**config.mk**
```make
export PLATFORM = sky130hd
export DESIGN_NAME = axicb_fifo_reader
export DESIGN_NICKNAME = d
export VERILOG_FILES = /design/src/rtl/axicb_pkg.sv /design/src/rtl/axicb_fifo_reader.sv
export SDC_FILE = /design/constraint.sdc
export NUM_CORES = 1
export LEC_CHECK = 0
export ABC_AREA = 1
export CORE_ASPECT_RATIO = 0.75
export CORE_UTILIZATION = 47
export DETAILED_ROUTE_END_ITERATION = 8
export HOLD_SLACK_MARGIN = 0.06
export PLACE_DENSITY = 0.77
export RECOVER_POWER = 50
export SYNTH_ARGS = -nofsm -noshare
export SYNTH_HDL_FRONTEND = slang
export SYNTH_SLANG_ARGS = --single-unit
```
**constraint.sdc**
```tcl
create_clock -name aclk -period 1.8 [get_ports aclk]
set_input_delay 0.18 -clock aclk [delete_from_list [all_inputs] [get_ports aclk]]
set_output_delay 0.18 -clock aclk [all_outputs]
set_load 0.05 [all_outputs]
```
**src/rtl/axicb_pkg.sv**
```systemverilog
// Shared crossbar definitions: output-buffer occupancy encodings and a
// helper that computes the next occupancy from pull/pop strobes.
package axicb_pkg;

  localparam logic [1:0] CNT_EMPTY = 2'd0;
  localparam logic [1:0] CNT_ONE   = 2'd1;
  localparam logic [1:0] CNT_FULL  = 2'd2;

  function automatic logic [1:0] cnt_step(input logic [1:0] cnt,
                                          input logic       pull,
                                          input logic       pop);
    return cnt + 2'(pull) - 2'(pop);
  endfunction

endpackage

```
**src/rtl/axicb_fifo_reader.sv**
```systemverilog
// Drains a pull/empty FIFO read port into a registered valid/ready channel
// through a head+skid buffer. Define AXICB_FIFO_READER_STATS_EN for counters.
module axicb_fifo_reader
  import axicb_pkg::*;
#(
  parameter int DATA_WIDTH = 8
`ifdef AXICB_FIFO_READER_STATS_EN
  , parameter int STAT_WIDTH = 16
`endif
) (
  input  logic                  aclk,
  input  logic                  srst,
  input  logic                  flush,
  input  logic [DATA_WIDTH-1:0] fifo_data,
  input  logic                  fifo_empty,
  output logic                  fifo_pull,
  output logic                  m_valid,
  input  logic                  m_ready,
  output logic [DATA_WIDTH-1:0] m_data
`ifdef AXICB_FIFO_READER_STATS_EN
  , output logic [STAT_WIDTH-1:0] beat_cnt,
  output logic [STAT_WIDTH-1:0] stall_cnt
`endif
);

  logic [1:0]            count_q, count_d;
  logic [DATA_WIDTH-1:0] buf0_q, buf0_d;
  logic [DATA_WIDTH-1:0] buf1_q, buf1_d;
  logic                  pull;
  logic                  pop;

  assign m_valid   = (count_q != CNT_EMPTY);
  assign m_data    = buf0_q;
  assign fifo_pull = pull;

  // Pull looks only at registered occupancy, so m_ready never reaches it.
  always_comb begin
    pull = ~fifo_empty & ~flush & ~srst & (count_q != CNT_FULL);
    pop  = m_valid & m_ready;
  end

  always_comb begin
    count_d = flush ? CNT_EMPTY : cnt_step(count_q, pull, pop);
    buf0_d  = buf0_q;
    buf1_d  = buf1_q;
    case (count_q)
      CNT_EMPTY: begin
        if (pull) buf0_d = fifo_data;
      end
      CNT_ONE: begin
        if (pull && !pop)     buf1_d = fifo_data;
        else if (pull && pop) buf0_d = fifo_data;
      end
      CNT_FULL: begin
        if (pop) buf0_d = buf1_q;
      end
      default: ;
    endcase
  end

  always_ff @(posedge aclk) begin
    if (srst) begin
      count_q <= CNT_EMPTY;
      buf0_q  <= '0;
      buf1_q  <= '0;
    end else begin
      count_q <= count_d;
      buf0_q  <= buf0_d;
      buf1_q  <= buf1_d;
    end
  end

`ifdef AXICB_FIFO_READER_STATS_EN
  logic [STAT_WIDTH-1:0] beat_q, beat_d;
  logic [STAT_WIDTH-1:0] stall_q, stall_d;

  // Saturating counters; flush deliberately leaves them alone.
  always_comb begin
    beat_d  = beat_q;
    stall_d = stall_q;
    if (pop && (beat_q != '1))                 beat_d  = beat_q + STAT_WIDTH'(1);
    if (m_valid && !m_ready && (stall_q != '1)) stall_d = stall_q + STAT_WIDTH'(1);
  end

  always_ff @(posedge aclk) begin
    if (srst) begin
      beat_q  <= '0;
      stall_q <= '0;
    end else begin
      beat_q  <= beat_d;
      stall_q <= stall_d;
    end
  end

  assign beat_cnt  = beat_q;
  assign stall_cnt = stall_q;
`endif

endmodule

```
==> impl_metrics.csv, run 1 <==
group,metric,value,unit
floorplanning,core,0.00179,mm^2
place,io_buffers,22,
global_route,grt_pass1_vias,681,
clock_network,cts_buffer_depth,2,
final_layout,final_cell_mix,"35 x nand2_1, 25 x nor2_1, 20 x clkdlybuf4s50_1, 18 x dfxtp_1, 14 x inv_1",
sta,finalSetupViolations,0,
global_route,antenna_found_initial,0,
setup_path,start_kind,"flip-flop",
sta,fin_crit_sh,0.919,
clock_network,cts_root_buf,"clkbuf_4",
sta,min_period,1650,ps
floorplanning,dieArea,0.00216,mm^2
clock_network,clock_sinks,18,
detailed_routing,drtIter0Drc,26,
sta,worst_slew_margin_rel,0.607,
final_layout,diodes,0,
floorplanning,ios,23,
final_layout,fillers,170,
yosys,synth_seq_area_share,0.388,
setup_path,worst-path-buf-inv,1,
final_layout,multi_input_area,475,um^2
run,drv_cap,0,
place,hpwl,1.51,mm
yosys,syn_area,928,um^2
sta,rsz0062_at_grt,"false",
clock_network,clk_latency,290,ps
power,max-vdd-ir-drop,0.496,mV
final_layout,final_common_cell,"nand2_1",
final_layout,final_nets,173,
global_route,grt_pass1_wl,3.01,mm
clock_network,path_clk_slew,100,ps
final_layout,drive_gt1_frac,0.101,
detailed_routing,num_vias,885,
detailed_routing,wl,1.98,mm
floorplanning,die_h,40.5,um
global_route,grt_max_degree,20,
yosys,yosysTopAreaCell,"dfxtp_1",
final_layout,layoutNonFillerInstCount,180,
setup_path,endpoint_kind,"output port",
setup_path,cp.required,1620,ps
floorplanning,start_util,0.519,
clock_network,post_cts_buffers,0,
worst_hold_path,min_path_type,"in -> reg",
sta,hold_viol_final,0,
setup_path,crit_path_cell_trace,"clkdlybuf4s50_1",
yosys,synthCells,134,
yosys,synth.distinct_cells,18,
clock_network,numCtsBuffers,3,
sta,setup_tns,0,ps
floorplanning,die_w,53.3,um
sta,drv_slew,0,
detailed_routing,wl_per_cell,11.0,um
setup_path,worst-path-max-fanout,2,
yosys,yosysTopAreaCellShare,0.388,
yosys,synth_warnings,0,
sta,skew,2.43,ps
setup_path,path_class,"reg -> out",
final_layout,layout.area.seq,360,um^2
yosys,synth_nets,148,
detailed_routing,post_drt_via_cell_ratio,4.92,
sta,worstMarginPinSlew,592,ps
power,leakagePower,0.000565,uW
final_layout,syn_to_final_growth,29.0,%
setup_path,crit_arrival,1470,ps
detailed_routing,first_pass_iters,4,
yosys,synth_area_leaders,"dfxtp_1 39%, nand2_1 14%, nor2_1 10%, inv_1 5.3%, a21oi_1 4.9%",
clock_network,h-tree-depth,1,
global_route,grt_use_total,0.209,
yosys,syn_avg_cell_area,6.93,um^2
detailed_routing,ant_nets,0,
run_status,status,"completed",
floorplanning,rows,13,
clock_network,cts_tree,"done",
global_route,gr-total-overflow,0,
place,place_inst,176,
clock_network,cts_resized,0,
detailed_routing,drc,0,
place,routabilityCongestion,0.752,
setup_path,critPathMaxStageDelay,820,ps
clock_network,hold_buffers,0,
power,p_per_area,677,mW/mm^2
setup_path,crit_slowest_cell,"clkdlybuf4s50_1",
yosys,synth-seq-cells,18,
sta,fmax,605,MHz
setup_path,cpLargestDelayFamily,"buffers and inverters",
-- power by group --
group,switching (uW),internal [uW]
Clock,128,123
Sequential,5.71,409
Combinational,85.2,60.2
-- flip-flops by register name, summed over array words and instances (netlist names) --
signal,count
buf1_q,8
m_data,8
count_q,2
-- final cells by class --
cell class	instances	area share
clock buffer	4	0.0303
inverter	16	0.0543
multi-input combinational	96	0.397
sequential	18	0.301
tap	22	0.0230
timing repair buffer	24	0.194
-- synth_stat cells --
| cell type | instances |
|---|---|
| nand3b_1 | 1 |
| nand3_1 | 9 |
| buf_2 | 1 |
| nand2_4 | 2 |
| inv_6 | 1 |
| nor3_1 | 1 |
| nor2_4 | 3 |
| nand2_1 | 35 |
| inv_1 | 13 |
| o21ai_0 | 8 |
| a21oi_1 | 9 |
| ha_1 | 1 |
| nor2_1 | 25 |
| or2_2 | 1 |
| dfxtp_1 | 18 |
| buf_6 | 3 |
| nand4_4 | 1 |
| inv_2 | 2 |
-- layer usage --
metal	track usage	routed length, um
met5	0	0
met4	0.0789	13
met3	0.0682	102
met2	0.300	896
met1	0.287	964
-- cells by family after synthesis --
family / Yosys count / synth area share
DFF: 18 / 0.388
buffers and inverters: 20 / 0.112
AOI/OAI and AO/OA: 17 / 0.0916
and+or+nand+nor: 78 / 0.395
adders and majority gates: 1 / 0.0135
-- stage by stage --
step,instance area (um^2),power [uW],utilization,worst slack [ps],hold WS [ps]
finish,1200,811,0.669,146,486
global route,1200,848,0.669,80.2,490
CTS,1210,817,0.675,125,480
detailed placement,1170,569,0.655,188,501
global placement,1170,566,0.655,287,488
floorplan,940,508,-,184,315
-- path summary, 6_finish.rpt --
path	from	to	slack, ps	depth (start not counted)
setup / recovery	m_data[4]$_SDFFE_PP0P_	m_data[4]	150	1
hold / removal	fifo_data[6]	buf1_q[6]$_SDFFE_PP0P_	490	3
setup reg to reg	count_q[1]$_SDFF_PP0_	m_data[2]$_SDFFE_PP0P_	280	8
hold reg to reg	buf1_q[1]$_SDFFE_PP0P_	buf1_q[1]$_SDFFE_PP0P_	530	2
No activity file was read; power rests on OpenSTA's default activity.
==> inputs of run 2 (changes only) <==
--- a/config.mk
+++ b/config.mk
@@ -9,6 +9,7 @@
 export CORE_ASPECT_RATIO = 0.75
 export CORE_UTILIZATION = 47
 export DETAILED_ROUTE_END_ITERATION = 8
+export GPL_TIMING_DRIVEN = 1
 export HOLD_SLACK_MARGIN = 0.06
 export PLACE_DENSITY = 0.77
 export RECOVER_POWER = 50
==> results of run 2 <==
No change in the layout: final DEF, timing and power equal those of run 1.
==> inputs of run 3 (changes only) <==
--- a/config.mk
+++ b/config.mk
@@ -7,6 +7,7 @@
 export LEC_CHECK = 0
 export ABC_AREA = 1
 export CORE_ASPECT_RATIO = 0.75
+export CORE_MARGIN = 3
 export CORE_UTILIZATION = 47
 export DETAILED_ROUTE_END_ITERATION = 8
 export GPL_TIMING_DRIVEN = 1
==> run 3 against run 2 <==
Cell count unchanged; critical path depth did not move; sequential cell count did not move; worst setup slack better by 14 ps; sequential power hardly changed; critical path type unchanged; critical endpoint is now m_data[7]; largest power group unchanged.
==> impl_metrics.csv, run 3 (synthesis results as in run 1) <==
group,metric,value,unit
detailed_routing,first_pass_iters,4,
floorplanning,dieArea,0.00255,mm^2
global_route,grt_use_total,0.179,
setup_path,worst-path-buf-inv,1,
setup_path,cp.required,1620,ps
setup_path,cpLargestDelayFamily,"buffers and inverters",
setup_path,crit_arrival,1460,ps
setup_path,crit_path_cell_trace,"clkdlybuf4s50_1",
global_route,grt_max_degree,20,
final_layout,drive_gt1_frac,0.0949,
clock_network,cts_resized,0,
sta,setup_tns,0,ps
detailed_routing,ant_nets,0,
setup_path,r2r_start,"count_q[1]$_SDFF_PP0_",
final_layout,final_common_cell,"nand2_1",
final_layout,final_cell_mix,"35 x nand2_1, 25 x nor2_1, 19 x clkdlybuf4s50_1, 18 x dfxtp_1, 14 x inv_1",
worst_hold_path,min_path_type,"in -> reg",
power,fin_total_pwr,805,uW
detailed_routing,drtIter0Drc,19,
final_layout,layoutNonFillerInstCount,180,
clock_network,clock_sinks,18,
sta,skew,4.89,ps
setup_path,endpoint_kind,"output port",
sta,fmax,610,MHz
clock_network,hold_buffers,0,
power,p_switching,214,uW
detailed_routing,wl,2.03,mm
sta,drv_slew,0,
sta,worst_slew_margin_rel,0.608,
setup_path,crit_slowest_cell,"clkdlybuf4s50_1",
power,switching_share,0.266,
floorplanning,ios,23,
final_layout,fillers,167,
sta,hold_viol_final,0,
power,power_frac_comb,0.180,
place,io_buffers,22,
worst_hold_path,hold_path.startpoint,"fifo_data[7]",
clock_network,path_clk_slew,100,ps
setup_path,start_kind,"flip-flop",
detailed_routing,num_vias,871,
final_layout,final_nets,173,
final_layout,diodes,0,
sta,setup_ws,160,ps
clock_network,cts_buffer_depth,2,
clock_network,numCtsBuffers,3,
sta,finalSetupViolations,0,
detailed_routing,drc,0,
place,dp_slack,184,ps
setup_path,worst-path-max-fanout,2,
clock_network,cts_tree,"done",
clock_network,post_cts_buffers,0,
setup_path,critPathMaxStageDelay,810,ps
setup_path,critPathLaunch,"m_data[7]$_SDFFE_PP0P_",
floorplanning,rows,13,
power,leakagePower,0.000561,uW
run,drv_cap,0,
sta,min_period,1640,ps
place,hpwl,1.53,mm
sta,worstMarginPinSlew,590,ps
floorplanning,core,0.00181,mm^2
power,clkPwrFrac,0.306,
run_status,status,"completed",
power,p_seq_frac,0.514,
setup_path,path_class,"reg -> out",
floorplanning,start_util,0.514,
place,routabilityCongestion,0.754,
global_route,grt_pass1_vias,760,
detailed_routing,wl_per_cell,11.3,um
clock_network,cts_root_buf,"clkbuf_4",
clock_network,clk_latency,290,ps
sta,rsz0062_at_grt,"false",
global_route,antenna_found_initial,0,
clock_network,h-tree-depth,1,
place,place_inst,176,
floorplanning,die_w,57.3,um
final_layout,fin_util,0.663,
power,p_per_area,673,mW/mm^2
power,max-vdd-ir-drop,0.515,mV
floorplanning,die_h,44.5,um
global_route,gr-total-overflow,0,
detailed_routing,post_drt_via_cell_ratio,4.84,
power,p_int,592,uW
final_layout,syn_to_final_growth,28.8,%
sta,fin_crit_sh,0.911,
global_route,grt_pass1_wl,3.41,mm
==> run 3: changes by cell type in the layout (fill, tap and decap cells not counted), sizes merged <==
cell | before | now
clkdlybuf4s50 | 20 | 19
dlygate4sd3 | 0 | 1
==> run 3: final timing paths <==
kind,endpoint,slack (ps),cells past startpoint
worst max-delay path,m_data[7],160,1
worst min-delay path,buf1_q[7]$_SDFFE_PP0P_,490,3
worst max register to register,m_data[2]$_SDFFE_PP0P_,160,8
worst min register to register,buf1_q[1]$_SDFFE_PP0P_,520,2
==> run 3: power by group through the flow <==
stage          Sequential, uW  Clock (uW)  Combinational, uW
6_report                  414         246                145
5_1_grt                   416         270                157
4_1_cts                   414         256                147
3_5_place_dp              424           0                147
3_3_place_gp              423           0                143
2_1_floorplan             456           0               51.9
==> run 3: area by class of cell <==
cell class / instances / area, um^2 / share of cell area
Sequential cell: 18 / 360 / 0.301
Timing Repair Buffer: 24 / 231 / 0.194
Multi-Input combinational cell: 96 / 475 / 0.397
Inverter: 16 / 65.1 / 0.0544
Tap cell: 22 / 27.5 / 0.0230
Clock buffer: 4 / 36.3 / 0.0303
==> run 3: stage by stage <==
stage | hold WS [ps] | area (um^2)
finish | 492 | 1200
global route | 505 | 1200
CTS | 482 | 1210
detailed placement | 498 | 1170
global placement | 488 | 1170
floorplan | 315 | 940
==> run 3: routing by layer <==
metal / part of all wire / track usage / vias up
li1: - / - / 462
met1: 0.47 / 0.233 / 383
met2: 0.46 / 0.271 / 22
met3: 0.054 / 0.0612 / 4
met4: 0.020 / 0.0787 / 0
met5: 0 / 0 / -
